--- src/rtl/tx_frame_sequencer.sv ---
// 802.11a DATA-field sequencer: computes N_SYM/pad count for a RATE/LENGTH request and
// streams SERVICE, PSDU (LSB first), TAIL and PAD bits into the transmitter one per cycle.
module tx_frame_sequencer #(
    parameter int unsigned LEN_W = 12
) (
    input  logic             Clk,
    input  logic             Reset,
    input  logic             Start_Frame,
    input  logic [3:0]       Rate,
    input  logic [LEN_W-1:0] Length,
    input  logic [7:0]       Data_In,
    input  logic             Data_Valid,
    output logic             Data_Ready,
    output logic             Tx_Start,
    output logic             Tx_x,
    output logic [7:0]       Num_Pads,
    output logic [LEN_W-1:0] N_Sym,
    output logic             Busy,
    output logic             Done,
    output logic             Rate_Err,
    output logic             Underrun
);

    localparam logic [2:0] S_IDLE    = 3'd0;
    localparam logic [2:0] S_CALC    = 3'd1;
    localparam logic [2:0] S_SERVICE = 3'd2;
    localparam logic [2:0] S_DATA    = 3'd3;
    localparam logic [2:0] S_TAIL    = 3'd4;
    localparam logic [2:0] S_PAD     = 3'd5;

    logic [2:0]       state_q, state_d;
    logic [7:0]       ndbps_q, ndbps_d;
    logic [LEN_W-1:0] len_q, len_d;
    logic [15:0]      tgt_q, tgt_d;
    logic [15:0]      acc_q, acc_d;
    logic [LEN_W-1:0] n_q, n_d;
    logic [LEN_W-1:0] n_sym_q, n_sym_d;
    logic [7:0]       num_pads_q, num_pads_d;
    logic [15:0]      cnt_q, cnt_d;
    logic [2:0]       bit_idx_q, bit_idx_d;
    logic [7:0]       sh_q, sh_d;
    logic [7:0]       byte_buf_q, byte_buf_d;
    logic             buf_full_q, buf_full_d;
    logic [LEN_W-1:0] fetched_q, fetched_d;
    logic             tx_start_q, tx_start_d;
    logic             tx_x_q, tx_x_d;
    logic             done_q, done_d;
    logic             rate_err_q, rate_err_d;
    logic             underrun_q, underrun_d;

    logic [7:0]  rate_dbps;
    logic [15:0] acc_sum;
    logic        load_due;
    logic        fetch_state;
    logic        xfer;

    always_comb begin
        case (Rate)
            4'b1101: rate_dbps = 8'd24;
            4'b1111: rate_dbps = 8'd36;
            4'b0101: rate_dbps = 8'd48;
            4'b0111: rate_dbps = 8'd72;
            4'b1001: rate_dbps = 8'd96;
            4'b1011: rate_dbps = 8'd144;
            4'b0001: rate_dbps = 8'd192;
            4'b0011: rate_dbps = 8'd216;
            default: rate_dbps = 8'd0;
        endcase
    end

    assign acc_sum     = acc_q + 16'(ndbps_q);
    // A byte is due at the last SERVICE bit edge and after every 8th DATA bit, except the final one.
    assign load_due    = ((state_q == S_SERVICE) && (cnt_q == 16'd1)) ||
                         ((state_q == S_DATA) && (bit_idx_q == 3'd7) && (cnt_q != 16'd1));
    assign fetch_state = (state_q == S_CALC) || (state_q == S_SERVICE) || (state_q == S_DATA);
    assign Data_Ready  = (!buf_full_q || load_due) && fetch_state && (fetched_q < len_q);
    assign xfer        = Data_Valid && Data_Ready;

    always_comb begin
        state_d    = state_q;
        ndbps_d    = ndbps_q;
        len_d      = len_q;
        tgt_d      = tgt_q;
        acc_d      = acc_q;
        n_d        = n_q;
        n_sym_d    = n_sym_q;
        num_pads_d = num_pads_q;
        cnt_d      = cnt_q;
        bit_idx_d  = bit_idx_q;
        sh_d       = sh_q;
        byte_buf_d = byte_buf_q;
        buf_full_d = buf_full_q;
        fetched_d  = fetched_q;
        tx_start_d = 1'b0;
        tx_x_d     = 1'b0;
        done_d     = 1'b0;
        rate_err_d = 1'b0;
        underrun_d = 1'b0;

        if (xfer) begin
            byte_buf_d = Data_In;
            buf_full_d = 1'b1;
            fetched_d  = fetched_q + LEN_W'(1);
        end

        case (state_q)
            S_IDLE: begin
                if (Start_Frame) begin
                    if ((rate_dbps != 8'd0) && (Length != '0)) begin
                        state_d    = S_CALC;
                        ndbps_d    = rate_dbps;
                        len_d      = Length;
                        tgt_d      = 16'd22 + 16'({Length, 3'b000});
                        acc_d      = '0;
                        n_d        = '0;
                        fetched_d  = '0;
                        buf_full_d = 1'b0;
                    end else begin
                        rate_err_d = 1'b1;
                    end
                end
            end
            S_CALC: begin
                acc_d = acc_sum;
                n_d   = n_q + LEN_W'(1);
                if (acc_sum >= tgt_q) begin
                    n_sym_d    = n_q + LEN_W'(1);
                    num_pads_d = 8'(acc_sum - tgt_q);
                    state_d    = S_SERVICE;
                    cnt_d      = 16'd16;
                    tx_start_d = 1'b1;
                end
            end
            S_SERVICE, S_DATA: begin
                tx_start_d = 1'b1;
                if (load_due) begin
                    if (buf_full_q) begin
                        tx_x_d     = byte_buf_q[0];
                        sh_d       = {1'b0, byte_buf_q[7:1]};
                        buf_full_d = xfer;
                        bit_idx_d  = '0;
                        if (state_q == S_SERVICE) begin
                            state_d = S_DATA;
                            cnt_d   = 16'({len_q, 3'b000});
                        end else begin
                            cnt_d = cnt_q - 16'd1;
                        end
                    end else begin
                        state_d    = S_IDLE;
                        tx_start_d = 1'b0;
                        underrun_d = 1'b1;
                        buf_full_d = 1'b0;
                    end
                end else if (cnt_q == 16'd1) begin
                    state_d = S_TAIL;
                    cnt_d   = 16'd6;
                end else begin
                    cnt_d = cnt_q - 16'd1;
                    if (state_q == S_DATA) begin
                        tx_x_d    = sh_q[0];
                        sh_d      = {1'b0, sh_q[7:1]};
                        bit_idx_d = bit_idx_q + 3'd1;
                    end
                end
            end
            S_TAIL: begin
                tx_start_d = 1'b1;
                if (cnt_q == 16'd1) begin
                    state_d = S_PAD;
                    cnt_d   = 16'(num_pads_q);
                end else begin
                    cnt_d = cnt_q - 16'd1;
                end
            end
            S_PAD: begin
                if (cnt_q == 16'd1) begin
                    state_d = S_IDLE;
                    done_d  = 1'b1;
                end else begin
                    tx_start_d = 1'b1;
                    cnt_d      = cnt_q - 16'd1;
                end
            end
            default: state_d = S_IDLE;
        endcase
    end

    always_ff @(posedge Clk or posedge Reset) begin
        if (Reset) begin
            state_q    <= S_IDLE;
            ndbps_q    <= '0;
            len_q      <= '0;
            tgt_q      <= '0;
            acc_q      <= '0;
            n_q        <= '0;
            n_sym_q    <= '0;
            num_pads_q <= '0;
            cnt_q      <= '0;
            bit_idx_q  <= '0;
            sh_q       <= '0;
            byte_buf_q <= '0;
            buf_full_q <= 1'b0;
            fetched_q  <= '0;
            tx_start_q <= 1'b0;
            tx_x_q     <= 1'b0;
            done_q     <= 1'b0;
            rate_err_q <= 1'b0;
            underrun_q <= 1'b0;
        end else begin
            state_q    <= state_d;
            ndbps_q    <= ndbps_d;
            len_q      <= len_d;
            tgt_q      <= tgt_d;
            acc_q      <= acc_d;
            n_q        <= n_d;
            n_sym_q    <= n_sym_d;
            num_pads_q <= num_pads_d;
            cnt_q      <= cnt_d;
            bit_idx_q  <= bit_idx_d;
            sh_q       <= sh_d;
            byte_buf_q <= byte_buf_d;
            buf_full_q <= buf_full_d;
            fetched_q  <= fetched_d;
            tx_start_q <= tx_start_d;
            tx_x_q     <= tx_x_d;
            done_q     <= done_d;
            rate_err_q <= rate_err_d;
            underrun_q <= underrun_d;
        end
    end

    assign Busy     = (state_q != S_IDLE);
    assign Tx_Start = tx_start_q;
    assign Tx_x     = tx_x_q;
    assign Num_Pads = num_pads_q;
    assign N_Sym    = n_sym_q;
    assign Done     = done_q;
    assign Rate_Err = rate_err_q;
    assign Underrun = underrun_q;

endmodule

--- config.mk ---
export PLATFORM = sky130hd
export DESIGN_NAME = tx_frame_sequencer
export DESIGN_NICKNAME = d
export VERILOG_FILES = /design/src/rtl/tx_frame_sequencer.sv
export SDC_FILE = /design/constraint.sdc
export NUM_CORES = 1
export LEC_CHECK = 0
export ABC_AREA = 0
export BUFFER_PORTS_ARGS = -buffer_cell sky130_fd_sc_hd__buf_2
export CAP_MARGIN = 40
export CORE_MARGIN = 3
export CORE_UTILIZATION = 32
export CTS_CLUSTER_DIAMETER = 150
export CTS_CLUSTER_SIZE = 8
export DETAILED_ROUTE_END_ITERATION = 8
export PLACE_DENSITY = 0.59
export SYNTH_ARGS = -nofsm -noshare
export SYNTH_HDL_FRONTEND = slang
export SYNTH_SLANG_ARGS = --single-unit
--- constraint.sdc ---
create_clock -name Clk -period 3.6 [get_ports Clk]
set_input_delay 0.36 -clock Clk [delete_from_list [all_inputs] [get_ports Clk]]
set_output_delay 0.36 -clock Clk [all_outputs]
set_load 0.03 [all_outputs]
Yosys cells after proc, flatten, opt, wreduce, memory -nomap -nowiden:

Memories as Yosys holds them, arrays and structs flattened.
Cells that the tools add are included.

* $add $sub $neg: 7
* $lt $le $gt $ge: 2
* equal/unequal tests: 19
* multiplexer cells: 60
* reductions and logical operators: 26

Operator list (count)
* $mux W16: 9
* $mux W12: 6
* $pmux W16 S4: 1
* $mux W3: 13
* $mux W8: 4
* $pmux W16 S2: 1
* $add A12 B1 Y12 const B: 2
* $pmux W12 S2: 1
* $mux W1: 22
* $add A16 B8 Y16: 1
* $add A5 B15 Y16 const A: 1
* $eq A16 B1 Y1 const B: 1
* $ge A16 B16 Y1: 1
* $ne A16 B1 Y1 const B: 1
* $sub A16 B1 Y16 const B: 1
* $pmux W3 S5: 1
* $ne A2 B2 Y1 const B: 7
* $lt A12 B12 Y1: 1
* $reduce_bool A12 Y1: 1
* $eq A3 B3 Y1 const B: 3
* $reduce_and A4 Y1: 2
* $reduce_bool A8 Y1: 1
* $sub A8 B8 Y8: 1
* $logic_and A1 B1 Y1: 7
* other kinds (18): 25

* register bits: 140
* bits in read-only memories: 96
* input bits: 28
* logic and storage cells: 134
* memories: 1

Memories
* (name not given): words 16, bits a word 6, read ports 1, clocked after Yosys merged registers in 0, wr ports 0, RTL line 58 `case (Rate)`

Longest topological paths before layout:

Gate-level depths: netlist of run 1.

* word-level depth: 12
* depth in mapped cells: 16
* mapped depth without buffers: 16

Worst setup path after synthesis of run 1:

No wires, ideal clock.

* path type: reg2reg
* start point: register ndbps_q[2]
* end point: register n_sym_q[11] (netlist: N_Sym[11])
* setup time: 0.137 ns
* arrival: 3.596 ns
* data required time: 3.463 ns
* slack: -0.133 ns
* cell stages (with the launch flop): 17
* buffers on the path: 2
* cell sequence: dfrtp_1 ha_1 fa_1 a21o_1 a21oi_1 o21bai_1 a21o_1 nand3_1 xnor2_1 ha_1 nand4_1 a211oi_1 o21ai_0 a21oi_1 clkbuf_1 buf_1 a21oi_1

* word-level cells in the longest chain between the ends: 3

RTL lines
* start, declared: RTL line 32 `logic [7:0] ndbps_q, ndbps_d;`
* start signal, assigned: RTL line 211 `ndbps_q <= ndbps_d;`
* $add A16 B8 Y16: RTL line 71 `assign acc_sum = acc_q + 16'(ndbps_q);`
* $ge A16 B16 Y1: RTL line 126 `if (acc_sum >= tgt_q) begin`
* $reduce_and A2 Y1 (no line)
* end signal, assigned: RTL line 216 `n_sym_q <= n_sym_d;`
* end, declared: RTL line 37 `logic [LEN_W-1:0] n_sym_q, n_sym_d;`

No other way between the ends.
A chain may end at the register's enable or synchronous reset.

Final worst setup path of run 1:

* start point: register ndbps_q[2]
* end point: register num_pads_q[7] (netlist: Num_Pads[7])

* word-level cells in the longest chain between the ends: 3

RTL lines
* $add A16 B8 Y16 *: RTL line 71
* $ge A16 B16 Y1: RTL line 126
* $reduce_and A2 Y1 (no line)
* end signal, assigned: RTL line 217 `num_pads_q <= num_pads_d;`
* end, declared: RTL line 38 `logic [7:0] num_pads_q, num_pads_d;`

Mark *: on every way between the ends. The rest lies on a longest branch, timed or not.

==> results of run 1 <==
[power groups by stage]
stage / sequential, mW / clock (mW) / combinational [mW]
after CTS: 2.34 / 2.00 / 3.67
after global routing: 2.40 / 2.07 / 4.22
after floorplan: 2.44 / 0 / 2.38
after detailed placement: 2.36 / 0 / 3.63
final: 2.35 / 1.97 / 3.81
after global placement: 2.35 / 0 / 3.59
[cell families after synthesis]
group / after synthesis
XOR/XNOR: 36
flip-flops: 131
AND/OR/NAND/NOR: 252
other: 1
buffers and inverters: 87
multiplexers: 26
adder cells (fa/ha/maj): 40
AO/OA/AOI/OAI: 243
[worst paths after layout]
| check | startpoint | end | slack [ns] | cells after the start |
|---|---|---|---|---|
| setup / recovery | ndbps_q[2] | Num_Pads[7] | 0.14 | 15 |
| hold / removal | Reset | cnt_q[3] | 0.0005 | 2 |
| setup reg to reg | ndbps_q[2] | Num_Pads[7] | 0.14 | 15 |
| hold reg to reg | sh_q[0] | sh_q[0] | 0.47 | 2 |
| max in group asynchronous | Reset | cnt_q[11] | 2.92 | 3 |
| min in group Clk | Data_In[5] | byte_buf_q[5] | 0.17 | 2 |
[layout by cell type, fill, tap and decap left out, drive strengths merged, types with 16 or more instances in the layout]
master / synthesis / layout
a21oi: 57 / 57
and3: 16 / 16
buf: 6 / 86
clkbuf: 36 / 20
dfrtp: 131 / 131
ha: 38 / 38
inv: 45 / 46
mux2: 18 / 18
nand2: 94 / 94
nand3: 28 / 28
nor2: 49 / 49
o21ai: 83 / 83
o31ai: 30 / 30
xnor2: 23 / 23
[worst register-to-register path: cells and delay by family, from the launching register on]
family | cells | cell delay, ns
simple gates | 2 | 0.26
fa+ha+maj | 3 | 0.86
xor+xnor | 1 | 0.07
buf+inv | 1 | 0.18
compound gates | 7 | 1.24
mux | 1 | 0.35
flops | 1 | 0.38
[timing repair]
item	CTS	global route
gates resized for setup	2	21
cloned	0	1
buffers inserted	0	3
setup endpoints to repair	22	33
pin swaps	1	6
[stage by stage]
stage / area, um^2 / setup WS, ns / cells / setup TNS [ns]
after floorplan: 7460 / 0.0328 / 816 / 0
after CTS: 8880 / 0.000948 / 1202 / 0
final: 8990 / 0.141 / 1206 / 0
after global routing: 8990 / -0.0616 / 1206 / -0.640
after detailed placement: 8220 / -0.103 / 1171 / -0.694
after global placement: 8210 / -0.0252 / 1169 / -0.0252
[registers in the layout (all words and copies together), names as in the netlist, 8 cells and up]
| register | count |
|---|---|
| cnt_q | 16 |
| N_Sym | 12 |
| len_q | 12 |
| n_q | 12 |
| acc_q | 14 |
| fetched_q | 12 |
| byte_buf_q | 8 |
| tgt_q | 13 |
[layout make-up]
class / instances / area, um^2 / share of cell area [%]
clock buffers: 19 / 433 / 4.81
multi-input cells: 599 / 3930 / 43.7
well taps: 313 / 392 / 4.35
repair buffers: 87 / 561 / 6.23
flip-flops and latches: 131 / 3280 / 36.4
clock inverters: 12 / 229 / 2.55
inverters: 45 / 173 / 1.92
[per-layer routing]
layer  up-vias  track usage [%]  share of wire (%)
met5         -                0                  0
met2       197             24.1                 44
met3        35             2.99                6.1
met4         0             5.90                2.2
li1       3106                -                  -
met1      3107             22.7                 47
==> flow_summary.yaml, run 1 <==
run_status:
  status: "finished clean"
synthesis:
  synthFlopType: "dfrtp_1"
  synth_nets: 884
  async_reset_ff_share_pct: 100
  avgSynthCellArea_um2: 9.13
  yosys.area.top_type: "dfrtp_1"
  synth-xor-area-share_pct: 4.23
  synth_common_cells: "dfrtp_1, nand2_1, o21ai_0, a21oi_1, nor2_1"
  post-synth-top-count-cell: "dfrtp_1"
  synth-seq-area-share_pct: 44.0
  ys_seq_elements: 131
  syn_inst: 816
  yosysUniqueCellTypes: 62
  synth_compound_area_share_pct: 20.2
  synth_top_area_share_pct: 44.0
  synth_top_family_by_area: "compound AO/OA/AOI/OAI gates"
  synthMuxAreaShare_pct: 3.80
  yosys_warnings: 0
  ys_top_cells_by_area: "dfrtp_1, ha_1, o21ai_0"
  synthAdderAreaFrac_pct: 6.92
  syn_area_um2: 7450
  synth-simple-area-share_pct: 16.2
  synth_edf_count: 0
sta:
  drv_slew: 0
  max_freq_mhz: 289
  worst_pin_slew_ns: 0.822
  setup_violations: 0
  hold_violations: 0
  fin_crit_ns: 3.46
  fin_hold_ws_ns: 0.000460
  fin_crit_sh_pct: 96.1
  relSlewSlack_pct: 45.2
  fin_skew_ns: 0.00948
global_route:
  grt_pass1_vias: 6101
  antenna_found_initial: 0
  grt_max_degree: 53
  grtUsageTotal_pct: 15.9
  gr-total-overflow: 0
  grt_pass1_wl_um: 31700
floorplan:
  core.rowCount: 55
  core-area_um2: 22800
  dieWidth_um: 159
  dieArea_um2: 25200
  ios: 55
  die_h_um: 159
  start_util_pct: 32.7
clock_network:
  clk_latency_ns: 0.42
  cts_buffer_depth: 2
  htree_levels: 4
  clock_sinks: 131
  cts.root.buffer_cell: "clkbuf_16"
  cts_tree: "built"
  ctsHoldBuffers: 0
  cts_buffers: 17
  clkTransAtPathRegs_ns: 0.06
critical_path:
  crit_path_end_kind: "register"
  worstPathCellList: "ha_2 -> fa_2 -> a21o_1 -> a21oi_2 -> o21bai_1 -> a21o_1 -> nand2_1 -> xnor2_1 -> ha_1 -> nand4_1 -> a211oi_2 -> o21ai_2 -> a21oi_2 -> buf_12 -> mux2_2"
  crit_family: "compound AO/OA/AOI/OAI gates"
  path_class: "reg2reg"
  worstPathMaxFanout: 21
  crit_required_ns: 3.91
  arrival_ns: 3.77
  max_stage_delay_ns: 0.38
  startpoint_type: "register"
  cp_slowest_cell: "dfrtp_1"
  path_buf_inv: 1
routing:
  wire_per_inst_um: 16.5
  drt_first_pass_iters: 5
  drc: 0
  drt-initial-drc-count: 558
  drt-vias-per-instance: 5.34
  drt_wl_total_um: 20000
  vias: 6445
  antenna_left: 0
pwr:
  p_switching_mw: 3.47
  netSwitchingFraction_pct: 42.7
  total_power_mw: 8.13
  powerDensity_nw_per_um2: 904
  p_leak_nw: 4.00
  p_seq_share_pct: 28.9
  peakVddDrop_mv: 0.373
  pwr-share-comb_pct: 46.9
  p_int_mw: 4.66
  p_clk_share_pct: 24.3
placed_design:
  dp_hpwl_um: 13800
  gp_congestion: 0.870
  io_buffers: 53
cells_and_area:
  antenna_cells: 0
  area_delta_synth_final_pct: 20.7
  drive_gt1_share_pct: 18.6
  final_nets: 949
  n_fill_cell: 2274
  utilization_pct: 39.5
flow_run:
  drv_cap: 0
min_path:
  hp-class: "in2async"
Power figures use the tool's default switching activity.
==> run 2, diff against run 1 <==
--- a/config.mk
+++ b/config.mk
@@ -9,11 +9,11 @@
 export BUFFER_PORTS_ARGS = -buffer_cell sky130_fd_sc_hd__buf_2
 export CAP_MARGIN = 40
 export CORE_MARGIN = 3
-export CORE_UTILIZATION = 32
+export CORE_UTILIZATION = 55
 export CTS_CLUSTER_DIAMETER = 150
 export CTS_CLUSTER_SIZE = 8
 export DETAILED_ROUTE_END_ITERATION = 8
-export PLACE_DENSITY = 0.59
+export PLACE_DENSITY = 0.87
 export SYNTH_ARGS = -nofsm -noshare
 export SYNTH_HDL_FRONTEND = slang
 export SYNTH_SLANG_ARGS = --single-unit
==> flow_summary.yaml, run 2 (synthesis results as in run 1) <==
run_status:
  status: "finished clean"
sta:
  setup_violations: 0
  fin_setup_tns_ns: 0
  relSlewSlack_pct: 36.0
  fin_crit_ns: 3.53
  drv_slew: 0
  fin_skew_ns: 0.00714
  worst_pin_slew_ns: 0.948
  max_freq_mhz: 283
  hold_violations: 0
  fin_hold_ws_ns: 0.158
  fin_crit_sh_pct: 98.2
cells_and_area:
  top_register: "cnt_q"
  mostFrequentLayoutCell: "dfrtp_1"
  antenna_cells: 0
  final_cell_mix: "dfrtp_1, nand2_1, o21ai_0"
  drive_gt1_share_pct: 18.1
  largest_reg_flops: 16
  final_nets: 948
  utilization_pct: 67.8
  area_delta_synth_final_pct: 17.7
  reg_top3: "cnt_q: 16 flops, acc_q: 14 flops, tgt_q: 13 flops"
critical_path:
  arrival_ns: 3.84
  max_stage_delay_ns: 0.39
  worstPathCellList: "ha_1 -> fa_2 -> a21o_1 -> a21oi_2 -> o21bai_1 -> a21o_1 -> nand2_1 -> xnor2_1 -> ha_1 -> nand4_1 -> inv_1 -> a21oi_2 -> nand3_1 -> nand2_2 -> inv_2 -> a311o_1"
  path_class: "reg2reg"
  crit_family: "compound AO/OA/AOI/OAI gates"
  worstPathMaxFanout: 6
  startpoint_type: "register"
  path_buf_inv: 2
  cp_slowest_cell: "dfrtp_1"
  crit_required_ns: 3.91
  crit_path_end_kind: "register"
clock_network:
  clkTransAtPathRegs_ns: 0.06
  htree_levels: 4
  clk_latency_ns: 0.43
  cts.root.buffer_cell: "clkbuf_16"
  cts_buffers: 17
  cts_tree: "built"
  cts_buffer_depth: 2
  clock_sinks: 131
floorplan:
  dieArea_um2: 15000
  ios: 55
  start_util_pct: 57.6
  core-area_um2: 12900
  dieWidth_um: 122
  core.rowCount: 41
  die_h_um: 122
global_route:
  gr-total-overflow: 0
  grtUsageTotal_pct: 26.7
  antenna_found_initial: 0
  grt_max_degree: 61
  grt_pass1_vias: 6367
  grt_pass1_wl_um: 31500
routing:
  antenna_left: 0
  drt_first_pass_iters: 6
  drc: 0
  vias: 6797
  wire_per_inst_um: 18.5
  drt_wl_total_um: 19700
  drt-vias-per-instance: 6.38
  drt-initial-drc-count: 727
pwr:
  powerDensity_nw_per_um2: 920
  p_clk_share_pct: 22.9
  p_int_mw: 4.56
  netSwitchingFraction_pct: 43.5
  peakVddDrop_mv: 0.494
  p_switching_mw: 3.51
  pwr-share-comb_pct: 48.0
  p_seq_share_pct: 29.1
  p_leak_nw: 3.99
min_path:
  hp-class: "in2reg"
placed_design:
  io_buffers: 53
  gp_congestion: 0.929
  dp_hpwl_um: 13000
flow_run:
  drv_cap: 0
run 2: changes by cell type in the layout (fill, tap and decap cells not counted), moves of 2 or more:
cell / change
bufinv_16: -2
clkinvlp_4: +2
o31ai_1: +2
o31ai_2: -2
run 2: routing by layer:
metal  vias up  routed length, um  track usage (%)
met5         -                  0                0
met4         0                595             10.6
met3        59               1540             4.93
met2       341               9160             41.7
met1      3295               8420             37.0
li1       3102                  -                -
run 2: path summary, 6_finish.rpt:
kind	from	to	slack [ns]	depth (start not counted)
worst max-delay path	ndbps_q[2]	state_q[1]	0.07	16
worst min-delay path	Data_In[2]	byte_buf_q[2]	0.16	2
worst max register to register	ndbps_q[2]	state_q[1]	0.07	16
worst min register to register	tgt_q[14]	tgt_q[14]	0.49	2
max in group asynchronous	Reset	sh_q[0]	2.41	4
min in group asynchronous	Reset	n_q[10]	0.49	3
run 2: cell type report:
class / instances / area (um^2)
fillers: 967 / 4160
clock buffers: 20 / 447
well taps: 172 / 215
inverters: 45 / 173
flip-flops and latches: 131 / 3280
repair buffers: 86 / 559
clock inverters: 12 / 180
multi-input cells: 599 / 3920
run 2: stage by stage:
| step | setup slack (ns) | power (mW) | area (um^2) | cells |
|---|---|---|---|---|
| final | 0.0662 | 8.07 | 8770 | 1065 |
| after global routing | -0.0675 | 8.53 | 8770 | 1065 |
| after CTS | 0.00102 | 7.88 | 8690 | 1063 |
| after detailed placement | -0.0728 | 5.94 | 8030 | 1028 |
| after global placement | 0.0403 | 5.78 | 7990 | 1025 |
| after floorplan | 0.0328 | 4.82 | 7460 | 816 |
run 2: repair_timing:
| item | CTS | global route |
|---|---|---|
| gates cloned | 0 | 1 |
| hold buffers | 1 | 0 |
| resized for setup | 3 | 16 |
| setup endpoints to repair | 23 | 35 |
| hold endpoints to repair | 13 | 0 |
| buffers inserted | 2 | 1 |
| pin swaps | 2 | 0 |
run 2: power by group through the flow:
stage	registers, mW	logic, mW	clock network [mW]
global placement	2.33	3.45	0
detailed placement	2.35	3.59	0
CTS	2.33	3.69	1.86
finish	2.35	3.87	1.85
floorplan	2.44	2.38	0
global route	2.40	4.22	1.91
run 2: worst register-to-register path: cells and delay by family (launching register included):
family | cells | cell delay, ns
compound gates | 6 | 1.27
xor+xnor | 1 | 0.13
fa+ha+maj | 3 | 0.84
buf+inv | 2 | 0.17
flops | 1 | 0.39
simple gates | 4 | 0.61
